### src/rtl/bcd_display_sequencer.sv
`default_nettype none
// ============================================================================
// Module      : bcd_display_sequencer
// Description : Samples a 12-bit value through a serial bin2bcd converter
//               (en/ready handshake with timeout) and multiplexes the BCD
//               result onto a 4-digit seven-segment display.
//               Optional macro LEADING_ZERO_BLANK_EN blanks leading zeros.
// Revision    : 1.0 - initial release
// ============================================================================
module bcd_display_sequencer #(
    parameter int UPDATE_PERIOD = 1000,
    parameter int REFRESH_DIV   = 250,
    parameter int CONV_TIMEOUT  = 64
) (
    input  logic        clk,
    input  logic        RST,
    input  logic [11:0] value_in,
    output logic        conv_en,
    output logic [11:0] conv_bin,
    input  logic [15:0] conv_bcd,
    input  logic        conv_ready,
    output logic [3:0]  anode,
    output logic [6:0]  cathode,
    output logic        busy,
    output logic        timeout_err
);

    localparam int c_PER_W = $clog2(UPDATE_PERIOD);
    localparam int c_DIV_W = (REFRESH_DIV > 1) ? $clog2(REFRESH_DIV) : 1;
    localparam int c_TMR_W = $clog2(CONV_TIMEOUT + 1);

    localparam logic [1:0] c_S_IDLE    = 2'd0;
    localparam logic [1:0] c_S_LOAD    = 2'd1;
    localparam logic [1:0] c_S_CONVERT = 2'd2;
    localparam logic [1:0] c_S_LATCH   = 2'd3;

    logic [1:0]         r_state;
    logic [1:0]         w_state_nxt;
    logic [c_PER_W-1:0] r_per_cnt;
    logic               r_pending;
    logic [c_TMR_W-1:0] r_timer;
    logic [15:0]        r_disp;
    logic [c_DIV_W-1:0] r_div;
    logic [1:0]         r_idx;

    logic               w_per_expire;
    logic               w_ready_ok;
    logic               w_conv_timeout;
    logic [3:0]         w_nib;
    logic [6:0]         w_glyph;
    logic               w_blank;

    assign w_per_expire   = (r_per_cnt == c_PER_W'(UPDATE_PERIOD - 1));
    // The first CONVERT cycle has timer==0; a ready seen then is stale.
    assign w_ready_ok     = (r_state == c_S_CONVERT) && (r_timer != '0) && conv_ready;
    assign w_conv_timeout = (r_state == c_S_CONVERT) && !w_ready_ok &&
                            (r_timer == c_TMR_W'(CONV_TIMEOUT - 1));

    always_comb begin
        w_state_nxt = r_state;
        case (r_state)
            c_S_IDLE:    if (w_per_expire || r_pending) w_state_nxt = c_S_LOAD;
            c_S_LOAD:    w_state_nxt = c_S_CONVERT;
            c_S_CONVERT: begin
                if (w_ready_ok)          w_state_nxt = c_S_LATCH;
                else if (w_conv_timeout) w_state_nxt = c_S_IDLE;
            end
            c_S_LATCH:   w_state_nxt = c_S_IDLE;
            default:     w_state_nxt = c_S_IDLE;
        endcase
    end

    assign w_nib = r_disp[{r_idx, 2'b00} +: 4];

    always_comb begin
        case (w_nib)
            4'd0:    w_glyph = 7'b1000000;
            4'd1:    w_glyph = 7'b1111001;
            4'd2:    w_glyph = 7'b0100100;
            4'd3:    w_glyph = 7'b0110000;
            4'd4:    w_glyph = 7'b0011001;
            4'd5:    w_glyph = 7'b0010010;
            4'd6:    w_glyph = 7'b0000010;
            4'd7:    w_glyph = 7'b1111000;
            4'd8:    w_glyph = 7'b0000000;
            4'd9:    w_glyph = 7'b0010000;
            default: w_glyph = 7'b0111111;
        endcase
    end

`ifdef LEADING_ZERO_BLANK_EN
    // A digit is leading-zero when it and every more significant nibble is 0.
    always_comb begin
        case (r_idx)
            2'd3:    w_blank = (r_disp[15:12] == 4'd0);
            2'd2:    w_blank = (r_disp[15:8]  == 8'd0);
            2'd1:    w_blank = (r_disp[15:4]  == 12'd0);
            default: w_blank = 1'b0;
        endcase
    end
`else
    assign w_blank = 1'b0;
`endif

    always_ff @(posedge clk) begin
        if (RST) begin
            r_state     <= c_S_IDLE;
            r_per_cnt   <= '0;
            r_pending   <= 1'b0;
            r_timer     <= '0;
            r_disp      <= 16'h0000;
            r_div       <= '0;
            r_idx       <= 2'd0;
            conv_en     <= 1'b0;
            conv_bin    <= 12'd0;
            busy        <= 1'b0;
            timeout_err <= 1'b0;
            anode       <= 4'b1111;
            cathode     <= 7'b1111111;
        end else begin
            r_state   <= w_state_nxt;
            r_per_cnt <= w_per_expire ? '0 : r_per_cnt + c_PER_W'(1);

            // Expiries outside IDLE are remembered so the cadence never slips.
            if (r_state == c_S_IDLE)
                r_pending <= 1'b0;
            else if (w_per_expire)
                r_pending <= 1'b1;

            conv_en <= (w_state_nxt == c_S_CONVERT);
            busy    <= (w_state_nxt != c_S_IDLE);

            if (r_state == c_S_LOAD) begin
                conv_bin <= value_in;
                r_timer  <= '0;
            end else if (r_state == c_S_CONVERT) begin
                r_timer  <= r_timer + c_TMR_W'(1);
            end

            if (r_state == c_S_LATCH) begin
                r_disp      <= conv_bcd;
                timeout_err <= 1'b0;
            end else if (w_conv_timeout) begin
                r_disp      <= 16'hFFFF;
                timeout_err <= 1'b1;
            end

            if (r_div == c_DIV_W'(REFRESH_DIV - 1)) begin
                r_div <= '0;
                r_idx <= r_idx + 2'd1;
            end else begin
                r_div <= r_div + c_DIV_W'(1);
            end

            anode   <= ~(4'b0001 << r_idx);
            cathode <= w_blank ? 7'b1111111 : w_glyph;
        end
    end

endmodule
`default_nettype wire

### config.mk
export PLATFORM = sky130hd
export DESIGN_NAME = bcd_display_sequencer
export DESIGN_NICKNAME = d
export VERILOG_FILES = /design/src/rtl/bcd_display_sequencer.sv
export SDC_FILE = /design/constraint.sdc
export NUM_CORES = 1
export LEC_CHECK = 0
export CAP_MARGIN = 5
export CORE_MARGIN = 5
export CORE_UTILIZATION = 55
export CTS_BUF_LIST = sky130_fd_sc_hd__clkbuf_16
export CTS_CLUSTER_DIAMETER = 120
export CTS_CLUSTER_SIZE = 8
export DETAILED_ROUTE_END_ITERATION = 16
export PLACE_DENSITY = 0.84
export SLEW_MARGIN = 0
export SYNTH_ARGS = -nofsm -noshare
export SYNTH_HDL_FRONTEND = slang
export SYNTH_SLANG_ARGS = --single-unit
### constraint.sdc
create_clock -name clk -period 2.9 [get_ports clk]
set_input_delay 0.87 -clock clk [delete_from_list [all_inputs] [get_ports clk]]
set_output_delay 0.87 -clock clk [all_outputs]
set_load 0.005 [all_outputs]
Word level (Yosys, flattened, before mapping). Memories as Yosys holds them, arrays and structs flattened. A register that Yosys moved wholly into a read port is not among the register bits. Index checks and enable logic that the tools add are counted.

$add $sub $neg: 4. $mul: 0. Divide/modulo/power cells: 0. Magnitude comparators: 0. Eq/ne operators: 7. Shift-type cells: 2. Muxes and demuxes: 6. Bitwise gates (word level): 1. Reduce and logical (&&, ||, !) cells: 15.

Operators by type and width (number): two-way mux 16 bit (2); indexed part select 16 x 5 -> 4 bit (1); adder 10 x 1 -> 10 bit, second input constant (1); equality test 10 bit, second input constant (1); OR reduction 2 bit (5); adder 8 x 1 -> 8 bit, second input constant (1); equality test 8 bit, second input constant (1); one-hot mux 2 bit (4 select lines) (1); adder 7 x 1 -> 7 bit, second input constant (1); equality test 7 x 6 -> 1 bit, second input constant (1); nonzero test 7 bit (1); equality test 2 bit, second input constant (3); two-way mux 2 bit (3); logical AND 1 bit (4); inverter 4 bit (1); nonzero test 2 bit (2); << shifter 1 x 2 -> 4 bit, first input constant (1); adder 2 x 1 -> 2 bit, second input constant (1); equality test 2 x 1 -> 1 bit, second input constant (1); logical NOT 2 bit (1); logical NOT 1 bit (1); logical OR 1 bit (1).

Bits in registers: 65. Bits in latches: 0. RAM bits: 0. Memory bits (read-only): 112. Input bits: 31. Output and inout bits: 26. Word-level logic and storage cells: 48. Memories: 1.

Memories: (no name shown) (depth 16, bits a word 7, read ports 1, clocked after Yosys merged registers in 1, wr ports 0, line 76) `case (w_nib)`.

Longest topological paths before layout.
Word-level depth: 10. Gate-level depth with buffers: 8. Depth with buffers taken out: 7.

Worst setup path before layout. No wires, ideal clock.

Path type: input to register. Start point: in conv_ready. End point: reg r_disp[10]. Library setup time: 0.058 ns. Data arrival time: 1.731 ns. Required time: 2.842 ns. Path slack: 1.111 ns. Cell stages on the path: 4. Buffers on the path: 1. Cell sequence: nor4_1 o21a_1 buf_2 o221a_2.

Longest elaborated chain between the ends: 5.

Ends and longest elaborated chain: start: declaration (line 21) `input logic conv_ready,`; logical AND 1 bit (line 55) `assign w_ready_ok = (r_state == c_S_CONVERT) && (r_timer != '0) && conv_ready;`; logical NOT 1 bit (line 56) `assign w_conv_timeout = (r_state == c_S_CONVERT) && !w_ready_ok &&`; logical AND 1 bit (2 in a row) (line 56); nonzero test 2 bit (no source line); end signal: assignment (line 141) `r_disp <= conv_bcd;`; end: declaration (line 42) `logic [15:0] r_disp;`.

Every way passes these cells. A chain may end at the register's enable or synchronous reset.

Worst setup path after layout.
Start point: in conv_ready. End point: reg r_disp[11].

The elaborated chain is that of the path after synthesis.

==> impl_metrics.prom <==
# TYPE chip_impl_metric gauge
chip_impl_info{name="outcome",value="complete, no violations"} 1
chip_impl_metric{name="drt.antenna.violating_nets",unit=""} 0
chip_impl_metric{name="cts_hold_repair.buffers",unit=""} 0
chip_impl_metric{name="worst_slack",unit="ns"} 0.740
chip_impl_metric{name="routed_wirelength",unit="microns"} 6370
chip_impl_metric{name="floorplan.rows",unit=""} 26
chip_impl_metric{name="max-cap-violations",unit=""} 0
chip_impl_metric{name="numPlacedInstances",unit=""} 423
chip_impl_metric{name="slowest_stage_delay_cp",unit="ns"} 0.52
chip_impl_info{name="worst_hold_path_type",value="reg -> reg"} 1
chip_impl_metric{name="vias_per_cell",unit=""} 5.39
chip_impl_metric{name="hpwlAfterDp",unit="microns"} 4260
chip_impl_info{name="critPathLaunch",value="conv_ready"} 1
chip_impl_metric{name="buffer_ports.inserted",unit=""} 56
chip_impl_info{name="final_common_cell",value="dfxtp_1"} 1
chip_impl_info{name="worstSetupStartpointType",value="primary input"} 1
chip_impl_metric{name="power.ir.vdd_worst",unit="V"} 0.000354
chip_impl_metric{name="final_period_minus_worst_setup_slack",unit="ns"} 2.16
chip_impl_metric{name="io_pins",unit=""} 57
chip_impl_info{name="min-delay-start",value="conv_bin[8]$_SDFFE_PP0P_"} 1
chip_impl_metric{name="totalNegativeSetupSlack",unit="ns"} 0
chip_impl_metric{name="die_height",unit="microns"} 83.5
chip_impl_metric{name="firstDrtPassIters",unit=""} 4
chip_impl_metric{name="place_worst_setup_slack",unit="ns"} 0.424
chip_impl_metric{name="required",unit="ns"} 3.17
chip_impl_metric{name="synth-async-reset-ratio",unit="%"} 0
chip_impl_metric{name="instances_no_fill",unit=""} 439
chip_impl_metric{name="path_max_fanout",unit=""} 16
chip_impl_metric{name="power_per_cell_area",unit="nW/um^2"} 535
chip_impl_metric{name="cts_setup_buffers",unit=""} 0
chip_impl_metric{name="yosysWarnings",unit=""} 0
chip_impl_metric{name="syn_area",unit="sq um"} 2970
chip_impl_metric{name="number_of_remaining_drc_errors",unit=""} 0
chip_impl_metric{name="synth_edf_count",unit=""} 0
chip_impl_info{name="timing.setup.critical_path_class",value="in -> reg"} 1
chip_impl_metric{name="grt_start_max_net_pins",unit=""} 29
chip_impl_metric{name="finalMaxSlewViolations",unit=""} 0
chip_impl_metric{name="cts_htree_levels",unit=""} 3
chip_impl_metric{name="first_global_vias",unit=""} 2219
chip_impl_metric{name="floorplan.initialDensity",unit="%"} 57.5
chip_impl_info{name="most-common-layout-cells",value="72 x dfxtp_1, 56 x clkdlybuf4s50_1, 41 x nand2_1, 30 x nor2_1, 19 x a21oi_1"} 1
chip_impl_metric{name="yosysSeqAreaShare",unit="%"} 48.5
chip_impl_metric{name="drive_gt1_share",unit="%"} 9.76
chip_impl_metric{name="globalRouteOverflowTotal",unit=""} 0
chip_impl_metric{name="antenna-diode-count",unit=""} 0
chip_impl_metric{name="worst_skew_pair.late_latency",unit="ns"} 0.33
chip_impl_metric{name="netlist_instances",unit=""} 309
chip_impl_metric{name="initial_detailed_routing_violation_count",unit=""} 169
chip_impl_metric{name="tritoncts.num_buffers",unit=""} 9
chip_impl_info{name="crit_path_end_kind",value="flip-flop"} 1
chip_impl_metric{name="area_growth",unit="%"} 28.6
chip_impl_info{name="rsz0062_at_grt",value="no"} 1
chip_impl_metric{name="timing_hold_violations_final",unit=""} 0
chip_impl_metric{name="grt_pass1_wl",unit="microns"} 10300
chip_impl_metric{name="fmax",unit="MHz"} 463
chip_impl_metric{name="final-setup-viol-count",unit=""} 0
chip_impl_metric{name="die-width",unit="microns"} 83.5
chip_impl_metric{name="clock_tree.buffer_depth",unit=""} 2
chip_impl_metric{name="final_min_period_over_clock_period",unit="%"} 74.5
chip_impl_metric{name="dr_total_vias",unit=""} 2367
chip_impl_metric{name="place.gp.congestion",unit=""} 0.822
chip_impl_metric{name="power.static_leakage",unit="nW"} 1.37
chip_impl_info{name="ctsRootBufferMaster",value="clkbuf_16"} 1
chip_impl_metric{name="drt-wirelength-per-cell",unit="microns"} 14.5
chip_impl_metric{name="worst_ep_arrival_time",unit="ns"} 2.43
chip_impl_metric{name="syn_area_per_cell",unit="sq um"} 9.62
chip_impl_metric{name="ctsResizeCount",unit=""} 0
chip_impl_info{name="dominantRegCellSynth",value="dfxtp_1"} 1
chip_impl_metric{name="max_slew.worst_pin.slew",unit="ns"} 1.09
chip_impl_metric{name="count_of_cell_types_in_the_netlist",unit=""} 43
chip_impl_info{name="tritoncts",value="done"} 1
chip_impl_metric{name="register_clock_pin_slew_on_the_reported_worst_setup_and_hold_paths",unit="ns"} 0.05
chip_impl_info{name="worst_path_max_delay_cell",value="o21a_1"} 1
chip_impl_metric{name="slew_headroom",unit="%"} 26.5
chip_impl_info{name="crit_chain",value="clkdlybuf4s50_1 -> nor4_1 -> o21a_1 -> o221a_2"} 1
chip_impl_metric{name="synth.ff_latch_count",unit=""} 72
chip_impl_metric{name="floorplan.die_area",unit="sq um"} 6980
chip_impl_info{name="reg2reg_from",value="r_idx[0]$_SDFFE_PP0P_"} 1
chip_impl_metric{name="grtUsageTotal",unit="%"} 18.0
chip_impl_metric{name="num-nets-final",unit=""} 409
chip_impl_metric{name="finalClockSkew",unit="ns"} 0.00385
chip_impl_metric{name="grt_antenna_before_repair",unit=""} 0
chip_impl_metric{name="cts_sinks",unit=""} 72
chip_impl_metric{name="placeable_area",unit="sq um"} 5170
chip_impl_metric{name="synth_nets",unit=""} 354
-- synth_stat cells, types with 4 or more instances --
master	count	share of area, %
a21oi_1	19	3.2
inv_1	13	1.6
xor2_1	5	1.5
xnor2_1	10	2.9
dfxtp_1	72	48
nor2_1	30	3.8
nand2_1	41	5.2
o31ai_1	4	1.0
mux2i_1	4	1.3
nor2b_1	5	1.1
clkbuf_1	11	1.4
o221a_2	16	6.1
o21ai_0	6	1.0
nand3_1	8	1.3
nor3_1	9	1.5
ha_1	14	5.9
-- power breakdown --
part / internal (mW) / switching [mW]
clock network: 0.560 / 0.387
registers: 1.00 / 0.00836
logic: 0.0559 / 0.0345
-- routing by layer --
layer	vias to the layer above	routed length, microns	global-route usage, %
met1	1116	2780	21.5
met2	53	3210	30.8
met4	0	129	8.33
met5	-	0	0
met3	12	244	4.15
li1	1186	-	-
-- final timing paths --
path                               to  slack [ns]  cells after the start
max reg2reg     cathode[4]$_SDFF_PP1_        0.81                      7
min          conv_bin[8]$_SDFFE_PP0P_        0.45                      2
min reg2reg  conv_bin[8]$_SDFFE_PP0P_        0.45                      2
max           r_disp[11]$_SDFFE_PP0P_        0.74                      4
-- flip-flops by register name (all words and copies together) (netlist names) --
signal / cells
r_disp: 16
conv_bin: 12
r_per_cnt: 10
r_div: 8
cathode: 7
r_timer: 7
anode: 4
r_idx: 2
r_state: 2
busy: 1
conv_en: 1
r_pending: 1
timeout_err: 1
-- critical path, delay by kind of cell --
| family | cells | cell delay, ns |
|---|---|---|
| buffers and inverters | 1 | 0.45 |
| AOI/OAI and AO/OA | 2 | 0.80 |
| and+or+nand+nor | 1 | 0.30 |
-- stage by stage --
step | total power, mW | instance area, sq um | utilization [%] | hold slack (ns)
floorplan | 1.06 | 2970 | - | 0.430
global placement | 1.12 | 3570 | 69.0 | 0.442
detailed placement | 1.12 | 3570 | 69.0 | 0.446
CTS | 2.07 | 3830 | 74.0 | 0.453
global route | 2.11 | 3830 | 74.0 | 0.466
finish | 2.05 | 3830 | 74.0 | 0.454
-- kinds of logic (layout without fill, tap and decap cells) --
kind of cell,count (synthesis),count (layout),share of synthesized area (%)
AO/OA/AOI/OAI,59,59,15.0
XOR/XNOR,15,15,4.42
adder cells (fa/ha/maj),14,14,5.89
buffers and inverters,28,88,4.12
flip-flops,72,72,48.5
multiplexers,9,9,4.88
AND/OR/NAND/NOR,112,112,17.2
-- final cells by class --
cell class,count,area (sq um)
clock inverters,7,30.0
multi-input cells,209,1410
repair buffers,59,583
well taps,70,87.6
inverters,13,48.8
fillers,345,1350
clock buffers,9,225
flip-flops and latches,72,1440
Power figures use the tool's default switching activity.
